## src/rtl/ccd_pkg.sv

```systemverilog
// Shared types and default constants for the CCD pixel stream block.
//   pix_t       : 16-bit pixel sample
//   line_cnt_t  : 12-bit per-line pixel count
//   state_e     : framing FSM states
//   fifo_word_t : output FIFO entry {data, sol, eol}, 18 bits
package ccd_pkg;

    typedef logic [15:0] pix_t;
    typedef logic [11:0] line_cnt_t;

    typedef enum logic [1:0] {
        IDLE   = 2'd0,
        DARK   = 2'd1,
        ACTIVE = 2'd2
    } state_e;

    typedef struct packed {
        pix_t data;
        logic sol;
        logic eol;
    } fifo_word_t;

    localparam int unsigned DARK_PIX_LOG2  = 4;
    localparam int unsigned GAP_CYCLES_DEF = 200;
    localparam int unsigned FIFO_DEPTH_DEF = 16;
    localparam int unsigned LINE_MAX_DEF   = 4095;

    // Black-level subtraction with floor at zero.
    function automatic pix_t sub_floor(input pix_t a, input pix_t b);
        return (a > b) ? pix_t'(a - b) : '0;
    endfunction

endpackage

```

## src/rtl/ccd_stream_fifo.sv

```systemverilog
// Synchronous FIFO of fifo_word_t entries with show-ahead read.
//   clk_80M, rst_n : clock, async active-low reset
//   push_i/wdata_i : write request and data (ignored when full unless a pop
//                    happens in the same cycle)
//   pop_i          : read request (ignored when empty)
//   rdata_o        : head entry, combinational from storage; zero when empty
//   full_o/empty_o : occupancy flags
module ccd_stream_fifo
    import ccd_pkg::*;
#(
    parameter int unsigned DEPTH = FIFO_DEPTH_DEF
) (
    input  logic       clk_80M,
    input  logic       rst_n,
    input  logic       push_i,
    input  fifo_word_t wdata_i,
    input  logic       pop_i,
    output fifo_word_t rdata_o,
    output logic       full_o,
    output logic       empty_o
);

    localparam int unsigned AW = $clog2(DEPTH);

    fifo_word_t     mem_q [DEPTH];
    logic [AW:0]    wr_ptr_q;
    logic [AW:0]    rd_ptr_q;
    logic           do_push;
    logic           do_pop;

    // Extra pointer MSB distinguishes full from empty when indices match.
    assign empty_o = (wr_ptr_q == rd_ptr_q);
    assign full_o  = (wr_ptr_q[AW] != rd_ptr_q[AW]) &&
                     (wr_ptr_q[AW-1:0] == rd_ptr_q[AW-1:0]);

    assign do_pop  = pop_i && !empty_o;
    // A pop in the same cycle frees the slot, so a push into a full FIFO is kept.
    assign do_push = push_i && (!full_o || do_pop);

    assign rdata_o = empty_o ? '0 : mem_q[rd_ptr_q[AW-1:0]];

    always_ff @(posedge clk_80M or negedge rst_n) begin
        if (!rst_n) begin
            wr_ptr_q <= '0;
            rd_ptr_q <= '0;
        end else begin
            if (do_push) wr_ptr_q <= wr_ptr_q + (AW+1)'(1);
            if (do_pop)  rd_ptr_q <= rd_ptr_q + (AW+1)'(1);
        end
    end

    // Storage needs no reset: the head is masked while empty.
    always_ff @(posedge clk_80M) begin
        if (do_push) mem_q[wr_ptr_q[AW-1:0]] <= wdata_i;
    end

endmodule

```

## src/rtl/ccd_pixel_stream.sv

```systemverilog
// CCD pixel stream framer.
// Synchronises the pixel strobe, frames pixels into lines using the inter-line
// gap, strips the dark reference pixels into a black level (normal mode) and
// streams the result through a small FIFO.
//   clk_80M, rst_n          : clock, async active-low reset
//   en                      : 0 abandons the current line (FIFO keeps draining)
//   cal_mode                : 1 = raw pass-through, sampled at line start
//   pix_clk, pix_data       : async pixel strobe (falling edge) and sample
//   out_data/out_valid/out_ready/out_sol/out_eol : output stream
//   line_len, line_done     : forwarded count of last line, close pulse
//   black_level             : black level of the current/last normal line
//   overflow                : sticky, a push was dropped on a full FIFO
//
// state  | meaning
// IDLE   | waiting for the first strobe of a line
// DARK   | accumulating dark reference pixels
// ACTIVE | forwarding pixels through the one-entry staging register
module ccd_pixel_stream
    import ccd_pkg::*;
#(
    parameter int unsigned DARK_PIX   = (1 << DARK_PIX_LOG2),
    parameter int unsigned GAP_CYCLES = GAP_CYCLES_DEF,
    parameter int unsigned FIFO_DEPTH = FIFO_DEPTH_DEF,
    parameter int unsigned LINE_MAX   = LINE_MAX_DEF
) (
    input  logic      clk_80M,
    input  logic      rst_n,
    input  logic      en,
    input  logic      cal_mode,
    input  logic      pix_clk,
    input  pix_t      pix_data,
    output pix_t      out_data,
    output logic      out_valid,
    input  logic      out_ready,
    output logic      out_sol,
    output logic      out_eol,
    output line_cnt_t line_len,
    output logic      line_done,
    output pix_t      black_level,
    output logic      overflow
);

    localparam int unsigned DP_LOG2 = $clog2(DARK_PIX);
    localparam int unsigned ACC_W   = 16 + DP_LOG2;
    localparam int unsigned IDX_W   = (DP_LOG2 < 1) ? 1 : DP_LOG2;
    localparam int unsigned GAP_W   = $clog2(GAP_CYCLES + 1);

    // Strobe synchroniser: two metastability stages plus an edge register.
    logic pix_s1_q;
    logic pix_s2_q;
    logic pix_s3_q;
    logic strobe;

    always_ff @(posedge clk_80M or negedge rst_n) begin
        if (!rst_n) begin
            pix_s1_q <= 1'b0;
            pix_s2_q <= 1'b0;
            pix_s3_q <= 1'b0;
        end else begin
            pix_s1_q <= pix_clk;
            pix_s2_q <= pix_s1_q;
            pix_s3_q <= pix_s2_q;
        end
    end

    assign strobe = pix_s3_q & ~pix_s2_q;

    // Gap counter: cleared by every strobe, saturates at GAP_CYCLES.
    logic [GAP_W-1:0] gap_q;
    logic             gap_close;

    always_ff @(posedge clk_80M or negedge rst_n) begin
        if (!rst_n) begin
            gap_q <= '0;
        end else if (strobe) begin
            gap_q <= '0;
        end else if (gap_q != GAP_W'(GAP_CYCLES)) begin
            gap_q <= gap_q + GAP_W'(1);
        end
    end

    // Fires in the cycle where the counter is about to reach GAP_CYCLES;
    // a strobe in the same cycle always wins.
    assign gap_close = !strobe && (gap_q == GAP_W'(GAP_CYCLES - 1));

    // Framing FSM and datapath registers.
    state_e           state_q;
    logic             cal_line_q;
    logic             first_q;
    logic             stage_vld_q;
    pix_t             stage_q;
    pix_t             black_q;
    logic [ACC_W-1:0] acc_q;
    logic [IDX_W-1:0] dark_idx_q;
    line_cnt_t        fwd_cnt_q;
    line_cnt_t        line_len_q;
    logic             line_done_q;
    logic             push_q;
    fifo_word_t       push_word_q;

    logic [ACC_W-1:0] acc_sum;
    pix_t             active_val;

    assign acc_sum    = acc_q + ACC_W'(pix_data);
    assign active_val = cal_line_q ? pix_data : sub_floor(pix_data, black_q);

    always_ff @(posedge clk_80M or negedge rst_n) begin
        if (!rst_n) begin
            state_q     <= IDLE;
            cal_line_q  <= 1'b0;
            first_q     <= 1'b0;
            stage_vld_q <= 1'b0;
            stage_q     <= '0;
            black_q     <= '0;
            acc_q       <= '0;
            dark_idx_q  <= '0;
            fwd_cnt_q   <= '0;
            line_len_q  <= '0;
            line_done_q <= 1'b0;
            push_q      <= 1'b0;
            push_word_q <= '0;
        end else begin
            push_q      <= 1'b0;
            line_done_q <= 1'b0;
            if (!en) begin
                // Abandon the line; the staged pixel is dropped without an eol.
                state_q     <= IDLE;
                stage_vld_q <= 1'b0;
            end else begin
                unique case (state_q)
                    IDLE: begin
                        if (strobe) begin
                            // The line-opening strobe is also the first pixel.
                            cal_line_q <= cal_mode;
                            first_q    <= 1'b1;
                            if (cal_mode) begin
                                stage_q     <= pix_data;
                                stage_vld_q <= 1'b1;
                                fwd_cnt_q   <= line_cnt_t'(1);
                                state_q     <= ACTIVE;
                            end else begin
                                acc_q       <= ACC_W'(pix_data);
                                dark_idx_q  <= IDX_W'(1);
                                stage_vld_q <= 1'b0;
                                fwd_cnt_q   <= '0;
                                state_q     <= DARK;
                            end
                        end
                    end
                    DARK: begin
                        if (strobe) begin
                            acc_q      <= acc_sum;
                            dark_idx_q <= dark_idx_q + IDX_W'(1);
                            if (dark_idx_q == IDX_W'(DARK_PIX - 1)) begin
                                black_q <= acc_sum[DP_LOG2 +: 16];
                                state_q <= ACTIVE;
                            end
                        end else if (gap_close) begin
                            line_done_q <= 1'b1;
                            line_len_q  <= '0;
                            state_q     <= IDLE;
                        end
                    end
                    ACTIVE: begin
                        if (strobe) begin
                            if (stage_vld_q) begin
                                push_q      <= 1'b1;
                                push_word_q <= '{data: stage_q, sol: first_q, eol: 1'b0};
                                first_q     <= 1'b0;
                            end
                            stage_q     <= active_val;
                            stage_vld_q <= 1'b1;
                            if (fwd_cnt_q != line_cnt_t'(LINE_MAX)) begin
                                fwd_cnt_q <= fwd_cnt_q + line_cnt_t'(1);
                            end
                        end else if (gap_close) begin
                            if (stage_vld_q) begin
                                push_q      <= 1'b1;
                                push_word_q <= '{data: stage_q, sol: first_q, eol: 1'b1};
                            end
                            first_q     <= 1'b0;
                            stage_vld_q <= 1'b0;
                            line_done_q <= 1'b1;
                            line_len_q  <= fwd_cnt_q;
                            state_q     <= IDLE;
                        end
                    end
                    default: begin
                        state_q <= IDLE;
                    end
                endcase
            end
        end
    end

    // Output FIFO and sticky overflow.
    fifo_word_t head;
    logic       fifo_full;
    logic       fifo_empty;
    logic       fifo_pop;
    logic       overflow_q;

    assign fifo_pop = !fifo_empty && out_ready;

    ccd_stream_fifo #(
        .DEPTH (FIFO_DEPTH)
    ) u_fifo (
        .clk_80M (clk_80M),
        .rst_n   (rst_n),
        .push_i  (push_q),
        .wdata_i (push_word_q),
        .pop_i   (fifo_pop),
        .rdata_o (head),
        .full_o  (fifo_full),
        .empty_o (fifo_empty)
    );

    always_ff @(posedge clk_80M or negedge rst_n) begin
        if (!rst_n) begin
            overflow_q <= 1'b0;
        end else if (push_q && fifo_full && !fifo_pop) begin
            overflow_q <= 1'b1;
        end
    end

    assign out_data    = head.data;
    assign out_sol     = head.sol;
    assign out_eol     = head.eol;
    assign out_valid   = !fifo_empty;
    assign line_len    = line_len_q;
    assign line_done   = line_done_q;
    assign black_level = black_q;
    assign overflow    = overflow_q;

endmodule

```

## config.mk

```make
export PLATFORM = sky130hd
export DESIGN_NAME = ccd_pixel_stream
export DESIGN_NICKNAME = d
export VERILOG_FILES = /design/src/rtl/ccd_pkg.sv /design/src/rtl/ccd_stream_fifo.sv /design/src/rtl/ccd_pixel_stream.sv
export SDC_FILE = /design/constraint.sdc
export NUM_CORES = 1
export LEC_CHECK = 0
export BUFFER_PORTS_ARGS = -buffer_cell sky130_fd_sc_hd__buf_2
export CORE_UTILIZATION = 40
export DETAILED_ROUTE_END_ITERATION = 10
export GPL_TIMING_DRIVEN = 0
export SYNTH_ARGS = -nofsm -noshare
export SYNTH_HDL_FRONTEND = slang
export SYNTH_SLANG_ARGS = --single-unit
```

## constraint.sdc

```tcl
create_clock -name clk_80M -period 3 [get_ports clk_80M]
set_clock_uncertainty 0.15 [all_clocks]
set_input_delay 0.6 -clock clk_80M [delete_from_list [all_inputs] [get_ports clk_80M]]
set_output_delay 0.6 -clock clk_80M [all_outputs]
set_load 0.1 [all_outputs]
```

== Word level (Yosys, flattened, before mapping) ==
Memories as Yosys holds them, arrays and structs flattened.
Index checks and enable logic that the tools add are counted.
Widths: inputs -> output; s select.

* Memories: 1
* Input port bits: 22
* ROM bits: 0
* RAM bits: 288
* Flip-flop bits (word level): 127
* Output and inout bits: 49
* Latch bits: 0

{| class="wikitable"
|+ Memories
! name !! depth !! bits a word !! read ports !! clocked after Yosys merged registers in !! write ports !! line !! source
|-
| u_fifo.mem_q || 16 || 18 || 1 || 0 || 1 || ccd_stream_fifo.sv:25 || <nowiki>fifo_word_t mem_q [DEPTH];</nowiki>
|}

* Bitwise operators: 2
* $lt $le $gt $ge: 1
* Shift-type cells: 0
* Div/mod/pow operators: 0
* Add/sub/neg operators: 7
* Mux-type cells: 60
* Eq/ne operators: 26
* Reduce and logical (&&, ||, !) cells: 29
* $mul: 0

{| class="wikitable"
|+ Operators by type and width
! cell !! number
|-
| $mux 18 || 5
|-
| $mux 12 || 7
|-
| $mux 16 || 5
|-
| $mux 20 || 3
|-
| $pmux 12 s2 || 2
|-
| $pmux 20 s2 || 1
|-
| $pmux 16 s2 || 1
|-
| $add 20x16->20 || 1
|-
| $mux 1 || 20
|-
| $ne 2x2->1 const B || 10
|-
| $reduce_and 5->1 || 4
|-
| $gt 16x16->1 || 1
|-
| $mux 8 || 2
|-
| $sub 16x16->16 || 1
|-
| $mux 2 || 7
|-
| $add 12x1->12 const B || 1
|-
| $mux 4 || 3
|-
| $ne 12x12->1 const B || 1
|-
| $ne 3x3->1 const B || 4
|-
| $add 5x1->5 const B || 2
|-
| $reduce_bool 2->1 || 5
|-
| $reduce_and 3->1 || 3
|-
| $add 8x1->8 const B || 1
|-
| $eq 8x8->1 const B || 1
|-
| other kinds (22) || 34
|}

== Depth between registers and ports, before layout ==
Gate-level depths: netlist of run 1.

* Depth after elaboration: 8
* Gate-level depth with buffers: 11

== Hierarchy ==
From an unflattened synthesis of run 1, not the netlist that was laid out.

* Cells, all modules: 1,312
* Area total of the unflattened synthesis: 18,579.1 µm²

{| class="wikitable"
|+ Modules (own cells, without submodules)
! module !! area each (µm²) !! times used !! cells each
|-
| ccd_stream_fifo || 11,519.8 || 1 || 515
|-
| ccd_pixel_stream || 7,059.3 || 1 || 797
|}

== Worst setup path before layout of run 1 ==
No wires, ideal clock.

* Path kind: register to output
* From: register u_fifo.rd_ptr_q[1]
* To: output out_data[11]
* Stages on the path, launching flop included: 6
* Setup slack: -484 ps
* Data required time: 2,250 ps
* Arrival: 2,734 ps
* Cell sequence: dfrtp_1 -> buf_2 -> buf_1 -> mux4_2 -> mux4_2 -> nor2b_1

* Word-level cells in the longest chain between the ends: 2
* Elaborated cells on any way between the ends: 3

{| class="wikitable"
|+ RTL lines
! item !! line !! source
|-
| from (decl) || ccd_stream_fifo.sv:27 || <nowiki>logic [AW:0] rd_ptr_q;</nowiki>
|-
| from (signal assigned) || ccd_stream_fifo.sv:48 || <nowiki>if (do_pop) rd_ptr_q <= rd_ptr_q + (AW+1)'(1);</nowiki>
|-
| $mem_v2 16x18 / $eq 5x5->1 (equally long branches) || n/a ||
|-
| $mux 18 (*) || ccd_stream_fifo.sv:40 || <nowiki>assign rdata_o = empty_o ? '0 : mem_q[rd_ptr_q[AW-1:0]];</nowiki>
|-
| to (decl) || ccd_pixel_stream.sv:32 || <nowiki>output pix_t out_data,</nowiki>
|}

Mark *: on every way between the ends. The rest lies on a longest branch, timed or not.

== Final worst setup path of run 1 ==
* From: register u_fifo.rd_ptr_q[0]
* To: output out_data[11]

Same word-level chain as after synthesis.

==> flow_summary.yaml, run 1 <==
placed_design:
  gp_congestion: 0.8527
  place_hpwl_um: 27370
  place_ws_ns: -0.7287
  portBuffers: 70
outcome:
  violations: "negative setup slack"
  status: "finished with violations"
critical_path:
  reg2reg_depth: 9
  startpoint_type: "register"
  cp-end-kind: "output pin"
  critPathArrivalTime_ns: 2.78
  worstReg2RegEnd: "u_fifo.mem_q[3][3]"
  critPathTopFamily: "multiplexers"
  crit_chain: "buf_12, buf_16, mux4_2, mux4_2, nor2b_2, buf_12"
  r2r_slack_ns: 0.18
  critPathSlowestCell: "mux4_2"
  required_ns: 2.25
  crit_buf_inv: 3
  critical_path.max_stage_delay_ns: 0.53
  path_class: "register to output pin"
  worstSetupStartpoint: "u_fifo.rd_ptr_q[0]"
  crit-reg2reg-launch: "u_fifo.rd_ptr_q[0]"
  crit_fanout: 10
routing:
  dr.pass1.iters: 5
  ant_nets: 0
  met1Wirelength_um: 18230
  wl_met2_um: 20380
  drt_iter0_drc: 831
  num_vias: 10730
  wl_per_cell_um: 21.19
  drt-vias-per-instance: 5.417
  wl_met3_um: 2307
  dr.max_layer_used: "met4"
  drc: 0
  wl_um: 41950
global_routing:
  grt_use_total: 0.1849
  grt_pass1_wl_um: 64910
  grt_overflow_total: 0
  antenna_found_initial: 0
  grt_pass1_vias: 10900
  grt_max_degree: 81
pwr:
  power.density_nw_per_um2: 935.5
  ir_drop_v: 0.0008205
  p_leak_uw: 0.007955
clocking:
  cts_tree: "done"
  cts_buffer_depth: 3
  clock_latency_ns: 0.58
  cts_root_buffer: "clkbuf_16"
  clk_pin_slew_worst_paths_ns: 0.06
  htreeDepth: 2
  clock-sinks: 415
  cts_made_buffers: 46
logic_synthesis:
  yosys-top-cells-area: "edfxtp_1 (47%), dfrtp_1 (17%), mux4_2 (11%), ha_1 (3.1%), a21oi_1 (1.7%)"
  synth.largest_area_cell: "edfxtp_1"
  synth.distinct_cells: 65
  synth_common_cells: "edfxtp_1 (288), dfrtp_1 (127), mux4_2 (90)"
  synth_area_um2: 18340
  synth_nets: 1276
  async_flop_share: 0.3060
  ys_ff_latch: 415
  synth_cells: 1207
  synth_edf_count: 288
  syn_area_per_cell_um2: 15.19
  yosysWarnings: 0
  synth_top_flop_cell: "edfxtp_1"
  ys_seq_area_frac: 0.6449
  synth_top_area_frac: 0.4716
  synth_most_common_cell: "edfxtp_1"
hold_path:
  whs_path_depth: 2
  min_to: "state_q[0]"
  hp-class: "primary input to register"
  min_from: "cal_mode"
sta:
  final-hold-violation-count: 0
  post-route-min-period_ns: 3.534
  finalMaxSlewViolations: 0
  slew_headroom: 0.3581
  tightestPinTransition_ns: 0.9629
  fin_ws_ns: -0.5338
  rsz0062_at_grt: "true"
  timing.fmax_ghz: 0.2830
  whs_ns: 0.1548
  setup_viol: 19
  fin_crit_sh: 1.178
floorplan:
  die_h_um: 216.1
  ios: 71
  die-area_um2: 46700
  core_area_um2: 45280
  fp.dieW_um: 216.1
  rows: 78
  start_util: 0.4050
layout:
  num-nets-final: 1411
  area_growth_pct: 18.31
  drive_gt1_frac: 0.2457
  diodes: 0
flow_run:
  maxCapViolCount: 0
==> through the flow <==
| stage | power, uW | area [um2] | setup TNS [ns] | utilization | cells |
|---|---|---|---|---|---|
| 2_1_floorplan | 12200 | 18390 | -8.152 | - | 1207 |
| 3_3_place_gp | 13600 | 19490 | -211.70 | 0.4304 | 1877 |
| 3_5_place_dp | 13690 | 19630 | -28.16 | 0.4335 | 1886 |
| 4_1_cts | 20460 | 21660 | -9.434 | 0.4783 | 1979 |
| 5_1_grt | 21150 | 21690 | -10.20 | 0.4791 | 1980 |
| 6_report | 20300 | 21690 | -8.649 | 0.4791 | 1980 |
==> report_power, final <==
part           internal, uW  switching [uW]  total (uW)
sequential             6570             375        6940
clock                  3210            2300        5510
combinational          3350            4490        7840
total                 13100            7160       20300
==> layout by cell type, fill, tap and decap left out, drive strengths merged, types with 6 or more instances in the layout <==
cell,instances
and2,16
nand2b,6
dfrtp,127
mux4,90
or3,7
a31oi,8
nor2,48
o21ai,55
a21o,15
ha,45
nand2,56
edfxtp,288
a22oi,12
nor3b,21
a22o,20
xnor2,34
clkbuf,89
xor2,18
and3,10
inv,46
a21oi,65
buf,110
nand3,24
clkinv,27
nor3,19
nor2b,27
nand4,13
mux2,20
==> metal layers <==
| layer | vias to the layer above | track usage |
|---|---|---|
| li1 | 4917 | - |
| met1 | 5454 | 0.2529 |
| met2 | 289 | 0.3032 |
| met3 | 65 | 0.02989 |
| met4 | 0 | 0.05751 |
| met5 | - | 0 |
==> sequential cells by signal (all words and copies together), names as in the netlist, 8 cells and up <==
| register | flops |
|---|---|
| push_word_q | 18 |
| line_len | 12 |
| black_level | 16 |
| fwd_cnt_q | 12 |
| stage_q | 16 |
| u_fifo.mem_q | 288 |
| acc_q | 20 |
| gap_q | 8 |
==> repair_timing <==
action / in CTS / in global routing
resized for setup: 147 / 14
endpoints found under the setup margin: 92 / 92
setup buffers: 4 / 1
hold endpoints to repair: 48 / 0
hold buffers: 2 / 0
cloned: 1 / 0
==> final cells by class <==
type | count | area, um2
fillers | 3922 | 23590
flip-flops and latches | 415 | 11830
multi-input cells | 683 | 6180
clock buffers | 52 | 1195
repair buffers | 87 | 809.5
well taps | 600 | 750.7
plain buffers | 64 | 471.7
clock inverters | 34 | 286.5
inverters | 45 | 168.9
==> how the worst max path moves through the flow <==
stage                              end  slack (ns)  cells past startpoint
finish                    out_data[11]       -0.53                      6
global route               out_data[4]       -0.60                      6
CTS                       out_data[11]       -0.57                      6
detailed placement        out_data[15]       -0.73                      6
global placement    u_fifo.mem_q[4][3]       -1.65                      8
floorplan           u_fifo.mem_q[7][0]       -0.13                      8
==> cells by family (layout without fill, tap and decap cells) <==
group                    Yosys count  after routing  synth area share
multiplexers                     113            113            0.1245
flip-flops                       415            415            0.6449
XOR/XNOR                          52             52           0.02484
buffers and inverters            109            282           0.02497
AO/OA/AOI/OAI                    214            214           0.07506
adder cells (fa/ha/maj)           47             47           0.03289
AND/OR/NAND/NOR                  257            257           0.07287
No activity file was read; power rests on OpenSTA's default activity.
==> run 2, diff against run 1 <==
--- a/config.mk
+++ b/config.mk
@@ -5,7 +5,9 @@
 export SDC_FILE = /design/constraint.sdc
 export NUM_CORES = 1
 export LEC_CHECK = 0
+export ABC_AREA = 1
 export BUFFER_PORTS_ARGS = -buffer_cell sky130_fd_sc_hd__buf_2
+export CAP_MARGIN = 20
 export CORE_UTILIZATION = 40
 export DETAILED_ROUTE_END_ITERATION = 10
 export GPL_TIMING_DRIVEN = 0
==> run 2 against run 1 <==
The flow still finishes with violations (negative setup slack); total power up 20%; synthesized cell count up 62%; non-clock buffer count up 31; via count up 35%; die area up 4.9%; critical path depth up 4; sequential share of layout area down 4.3 points; synthesized area up 4.9%; critical path type unchanged; critical endpoint unchanged; highest routed layer unchanged.
==> flow_summary.yaml, run 2 <==
outcome:
  status: "finished with violations"
  violations: "negative setup slack"
logic_synthesis:
  synth_top_area_frac: 0.4496
  ys_ff_latch: 415
  synth.distinct_cells: 42
  synth_most_common_cell: "nand2_1"
  async_flop_share: 0.3060
  synth_common_cells: "nand2_1 (407), nor2_1 (297), edfxtp_1 (288)"
  ys_seq_area_frac: 0.6148
  synth_nets: 2023
  synth.largest_area_cell: "edfxtp_1"
  synth_top_flop_cell: "edfxtp_1"
  synth_cells: 1954
  yosysWarnings: 0
  synth_edf_count: 288
  syn_area_per_cell_um2: 9.845
  yosys-top-cells-area: "edfxtp_1 (45%), dfrtp_1 (17%), nand2_1 (7.9%), nor2_1 (5.8%), o21ai_0 (5.1%)"
  synth_area_um2: 19240
global_routing:
  grt_pass1_wl_um: 81500
  grt_overflow_total: 0
  grt_use_total: 0.2152
  antenna_found_initial: 0
  grt_max_degree: 91
  grt_pass1_vias: 14430
floorplan:
  rows: 79
  core_area_um2: 46950
  ios: 71
  start_util: 0.4097
  fp.dieW_um: 221.3
  die_h_um: 221.3
  die-area_um2: 48970
hold_path:
  min_to: "acc_q[0]"
  hp-class: "primary input to register"
  whs_path_depth: 3
  min_from: "pix_data[0]"
layout:
  area.sequential_um2: 11830
  diodes: 0
  stdcell_count: 2749
  multiInputGateArea_um2: 6937
  layout_common_cells: "nand2_1 (404), edfxtp_1 (288), nor2_1 (265), o21ai_0 (163), inv_1 (151)"
  largest_reg_flops: 288
  nFillCells: 4234
  final_common_cell: "nand2_1"
  num-nets-final: 2174
  area_growth_pct: 22.29
  drive_gt1_frac: 0.1625
  stdcell_area_um2: 23530
sta:
  fin_crit_sh: 1.067
  tightestPinTransition_ns: 0.8388
  post-route-min-period_ns: 3.201
  slew_headroom: 0.4408
  finalMaxSlewViolations: 0
  whs_ns: 0.1805
  fin_ws_ns: -0.2008
  setup_viol: 18
  timing.fmax_ghz: 0.3124
  rsz0062_at_grt: "true"
  final-hold-violation-count: 0
critical_path:
  startpoint_type: "register"
  path_class: "register to output pin"
  cp-end-kind: "output pin"
  critPathArrivalTime_ns: 2.45
  required_ns: 2.25
  worstReg2RegEnd: "u_fifo.mem_q[13][4]"
  r2r_slack_ns: 0.09
  crit-reg2reg-launch: "u_fifo.rd_ptr_q[0]"
  reg2reg_depth: 11
  crit_fanout: 6
routing:
  num_vias: 14470
  wl_um: 52710
  drc: 0
  wl_per_cell_um: 19.17
  dr.pass1.iters: 5
  drt-vias-per-instance: 5.263
  ant_nets: 0
  drt_iter0_drc: 966
pwr:
  p_leak_uw: 0.009456
  pwr-share-clk: 0.231
  pwr-share-comb: 0.447
  power.density_nw_per_um2: 1034
  swShare: 0.4150
  p_seq_frac: 0.323
  p_sw_uw: 10090
  ir_drop_v: 0.001186
  intPower_uw: 14230
placed_design:
  portBuffers: 70
  place_area_um2: 20930
  dp_cells: 2648
  gp_congestion: 0.8958
  place_ws_ns: -0.5516
  place_hpwl_um: 35780
flow_run:
  maxCapViolCount: 0
clocking:
  cts_root_buffer: "clkbuf_16"
  cts_buffer_depth: 3
  cts_made_buffers: 46
  clk_pin_slew_worst_paths_ns: 0.06
  htreeDepth: 2
  clock_latency_ns: 0.59
  cts_tree: "done"
  clock-sinks: 415
## run 2: cell count changes after synthesis, sizes merged, moves of 31 or more
cell / before / now
o21ai: 55 / 204
nor2: 48 / 298
nand3: 24 / 80
mux4: 90 / 0
o22ai: 0 / 36
nand2: 56 / 413
inv: 45 / 162
o211ai: 4 / 35
## run 2: through the flow
stage	setup TNS (ns)	power (uW)	util
floorplan	0	14070	-
detailed placement	-6.063	16600	0.4458
finish	-2.989	24320	0.5011
global route	-4.794	25440	0.5011
CTS	-3.639	24160	0.4968
global placement	-235.97	16460	0.4388
## run 2: power by group through the flow
stage	sequential (uW)	clock, uW	combinational [uW]
detailed placement	7950	0	8650
global placement	7900	0	8560
finish	7840	5610	10900
CTS	7840	5700	10600
floorplan	7540	0	6530
global route	7930	5920	11600
## run 2: final cells by class
| type | count | share of cell area |
|---|---|---|
| clock buffer | 57 | 0.05196 |
| timing repair buffer | 103 | 0.04808 |
| clock inverter | 28 | 0.01207 |
| tap | 607 | 0.03228 |
| sequential | 415 | 0.5028 |
| inverter | 165 | 0.02712 |
| buffer | 79 | 0.03085 |
| multi-input combinational | 1295 | 0.2949 |
## run 2: repair_timing
item                       4_1_cts  5_1_grt
hold endpoints to repair        38        0
pin swaps                       41       35
setup endpoints to repair       18      113
hold buffers                     2        0
gates resized for setup        232       72
setup buffers                    9        2
cloned                           3        1
## run 2: kinds of logic (layout without fill, tap and decap cells)
family / after synthesis / in the layout / synth area share
AND/OR/NAND/NOR: 840 / 840 / 0.1780
XOR/XNOR: 32 / 32 / 0.01457
adder cells (fa/ha/maj): 47 / 47 / 0.03135
AO/OA/AOI/OAI: 376 / 376 / 0.1095
flip-flops: 415 / 415 / 0.6148
buffers and inverters: 244 / 432 / 0.05184
## run 2: how the worst max path moves through the flow
stage | cells past startpoint | to | startpoint | slack, ns
3_5_place_dp | 6 | out_data[4] | u_fifo.rd_ptr_q[3] | -0.55
4_1_cts | 10 | out_data[3] | u_fifo.rd_ptr_q[0] | -0.23
6_report | 10 | out_data[11] | u_fifo.rd_ptr_q[0] | -0.20
2_1_floorplan | 7 | out_data[11] | u_fifo.rd_ptr_q[0] | 0.008
3_3_place_gp | 9 | u_fifo.mem_q[3][10] | u_fifo.rd_ptr_q[0] | -0.64
5_1_grt | 10 | out_data[14] | u_fifo.rd_ptr_q[0] | -0.32
## run 2: worst max-delay path, stage by stage, from the launching register on
cell,delay [ns]
dfrtp_1,0.40
buf_6,0.17
buf_8,0.15
buf_12,0.14
nor2_1,0.05
nor2_1,0.07
o21ai_0,0.14
o211ai_1,0.17
nand3_1,0.16
a31oi_4,0.20
buf_12,0.20
## run 2: routing by layer
metal	global-route usage	vias up	wire, um
li1	-	6984	-
met1	0.2734	7003	22050
met2	0.3697	396	26090
met3	0.03492	84	3175
met4	0.07805	0	1390
met5	0	-	0
==> run 3, diff against run 2 <==
==> constraint.sdc (replaced) <==
create_clock -name clk_80M -period 3 [get_ports clk_80M]
set_clock_uncertainty 0.15 [all_clocks]
set_input_delay 0 -clock clk_80M [delete_from_list [all_inputs] [get_ports clk_80M]]
set_output_delay 0 -clock clk_80M [all_outputs]
set_load 0.1 [all_outputs]
==> run 3 against run 2 <==
The run now ends clean; hold slack lost 0.058 ns; routed wire length decreased by 1.6%; register-to-register slack improved by 0.02 ns; critical path type unchanged; combinational power shrank 19%; fmax grew 9.9%; clock-buffer cell count fell by 3.
==> flow_summary.yaml, run 3 (synthesized netlist as in run 2, its figures left out) <==
global_routing:
  grt_pass1_wl_um: 80760
  antenna_found_initial: 0
  grt_overflow_total: 0
  grt_use_total: 0.2126
  grt_pass1_vias: 14410
  grt_max_degree: 65
layout:
  area_growth_pct: 17.71
  drive_gt1_frac: 0.1228
  nFillCells: 4386
  num-nets-final: 2184
  diodes: 0
  stdcell_area_um2: 22640
  layout_common_cells: "nand2_1 (407), edfxtp_1 (288), nor2_1 (280), o21ai_0 (194), inv_1 (155)"
  largest_reg_flops: 288
  stdcell_count: 2756
  final_common_cell: "nand2_1"
floorplan:
  fp.dieW_um: 221.3
  die_h_um: 221.3
  core_area_um2: 46950
  die-area_um2: 48970
  ios: 71
  start_util: 0.4097
  rows: 79
hold_path:
  min_from: "pix_data[0]"
  hp-class: "primary input to register"
  whs_path_depth: 4
  min_to: "acc_q[0]"
placed_design:
  gp_congestion: 0.8978
  dp_cells: 2643
  place_hpwl_um: 35360
  portBuffers: 70
  place_area_um2: 20620
clocking:
  cts_made_buffers: 45
  clk_pin_slew_worst_paths_ns: 0.06
  clock-sinks: 415
  htreeDepth: 2
  cts_buffer_depth: 3
  cts_root_buffer: "clkbuf_16"
  cts_tree: "done"
  clock_latency_ns: 0.60
sta:
  final-hold-violation-count: 0
  timing.fmax_ghz: 0.3433
  tightestPinTransition_ns: 0.9634
  whs_ns: 0.1224
  post-route-min-period_ns: 2.913
  finalMaxSlewViolations: 0
  slew_headroom: 0.3578
  rsz0062_at_grt: "false"
  setup_viol: 0
  fin_crit_sh: 0.9710
pwr:
  ir_drop_v: 0.0008903
  power.density_nw_per_um2: 976.4
  p_leak_uw: 0.009153
routing:
  dr.max_layer_used: "met4"
  wl_met3_um: 2908
  num_vias: 14570
  drc: 0
  drt-vias-per-instance: 5.287
  ant_nets: 0
  wl_per_cell_um: 18.81
  met1Wirelength_um: 22110
  drt_iter0_drc: 1008
  wl_met2_um: 25650
  dr.pass1.iters: 5
  wl_um: 51850
critical_path:
  r2r_slack_ns: 0.11
  worstReg2RegEnd: "u_fifo.mem_q[3][9]"
  required_ns: 2.85
  reg2reg_depth: 10
  critPathArrivalTime_ns: 2.76
  crit_fanout: 11
  startpoint_type: "register"
  cp-end-kind: "output pin"
  path_class: "register to output pin"
  crit-reg2reg-launch: "u_fifo.rd_ptr_q[0]"
outcome:
  status: "completed"
flow_run:
  maxCapViolCount: 0
[run 3: cell types whose count changed in the layout (fill, tap and decap cells not counted), sizes merged]
cell	delta
dlygate4sd3	+28
clkinvlp	-2
clkinv	-2
buf	-24
inv	+3
clkbuf	+4
[run 3: timing repair]
action / 4_1_cts / 5_1_grt
setup buffers: 0 / 2
hold endpoints to repair: 210 / 0
hold buffers: 31 / 0
pin swaps: 0 / 2
cloned: 0 / 0
resized for setup: 57 / 35
setup endpoints to repair: 104 / 18
[run 3: through the flow]
step / total power [uW] / utilization / setup slack [ns] / TNS [ns]
after floorplan: 13560 / - / -0.4191 / -5.682
after global placement: 15960 / 0.4339 / -0.5955 / -62.32
after detailed placement: 16070 / 0.4393 / -0.1039 / -3.768
after CTS: 22050 / 0.4801 / -0.007762 / -0.007762
after global routing: 23210 / 0.4823 / 0.009394 / 0
final: 22110 / 0.4823 / 0.08704 / 0
[run 3: layout make-up]
type	count	area (um2)	share of cell area
Buffer	78	420.4	0.01857
Clock buffer	54	1170	0.05166
Clock inverter	27	259.0	0.01144
Inverter	165	624.3	0.02757
Multi-Input combinational cell	1295	6549	0.2892
Sequential cell	415	11830	0.5223
Tap cell	607	759.5	0.03354
Timing Repair Buffer	115	1035	0.04570
[run 3: worst max path at each step]
stage / startpoint / endpoint / cells past startpoint
4_1_cts: u_fifo.rd_ptr_q[0] / out_data[1] / 8
2_1_floorplan: u_fifo.rd_ptr_q[0] / out_data[11] / 7
3_3_place_gp: u_fifo.rd_ptr_q[0] / u_fifo.mem_q[11][10] / 9
5_1_grt: u_fifo.rd_ptr_q[0] / out_eol / 8
3_5_place_dp: u_fifo.rd_ptr_q[0] / u_fifo.mem_q[9][9] / 9
6_report: u_fifo.rd_ptr_q[0] / out_data[4] / 7
[run 3: power by group]
group | switching, uW | internal, uW
registers | 826 | 7010
clock network | 2330 | 3140
logic | 6280 | 2530
[run 3: worst max-delay path: stages, from the launching register on]
cell      delay, ns
dfrtp_1        0.41
clkinv_2       0.21
clkbuf_1       0.43
o21ai_0        0.18
o211ai_1       0.15
nand3_1        0.22
a31oi_1        0.29
buf_6          0.27
[run 3: layer usage]
metal / global-route usage / vias to the layer above
met4: 0.06181 / 0
met1: 0.2764 / 7113
met2: 0.3705 / 374
li1: - / 7005
met3: 0.02709 / 78
met5: 0 / -
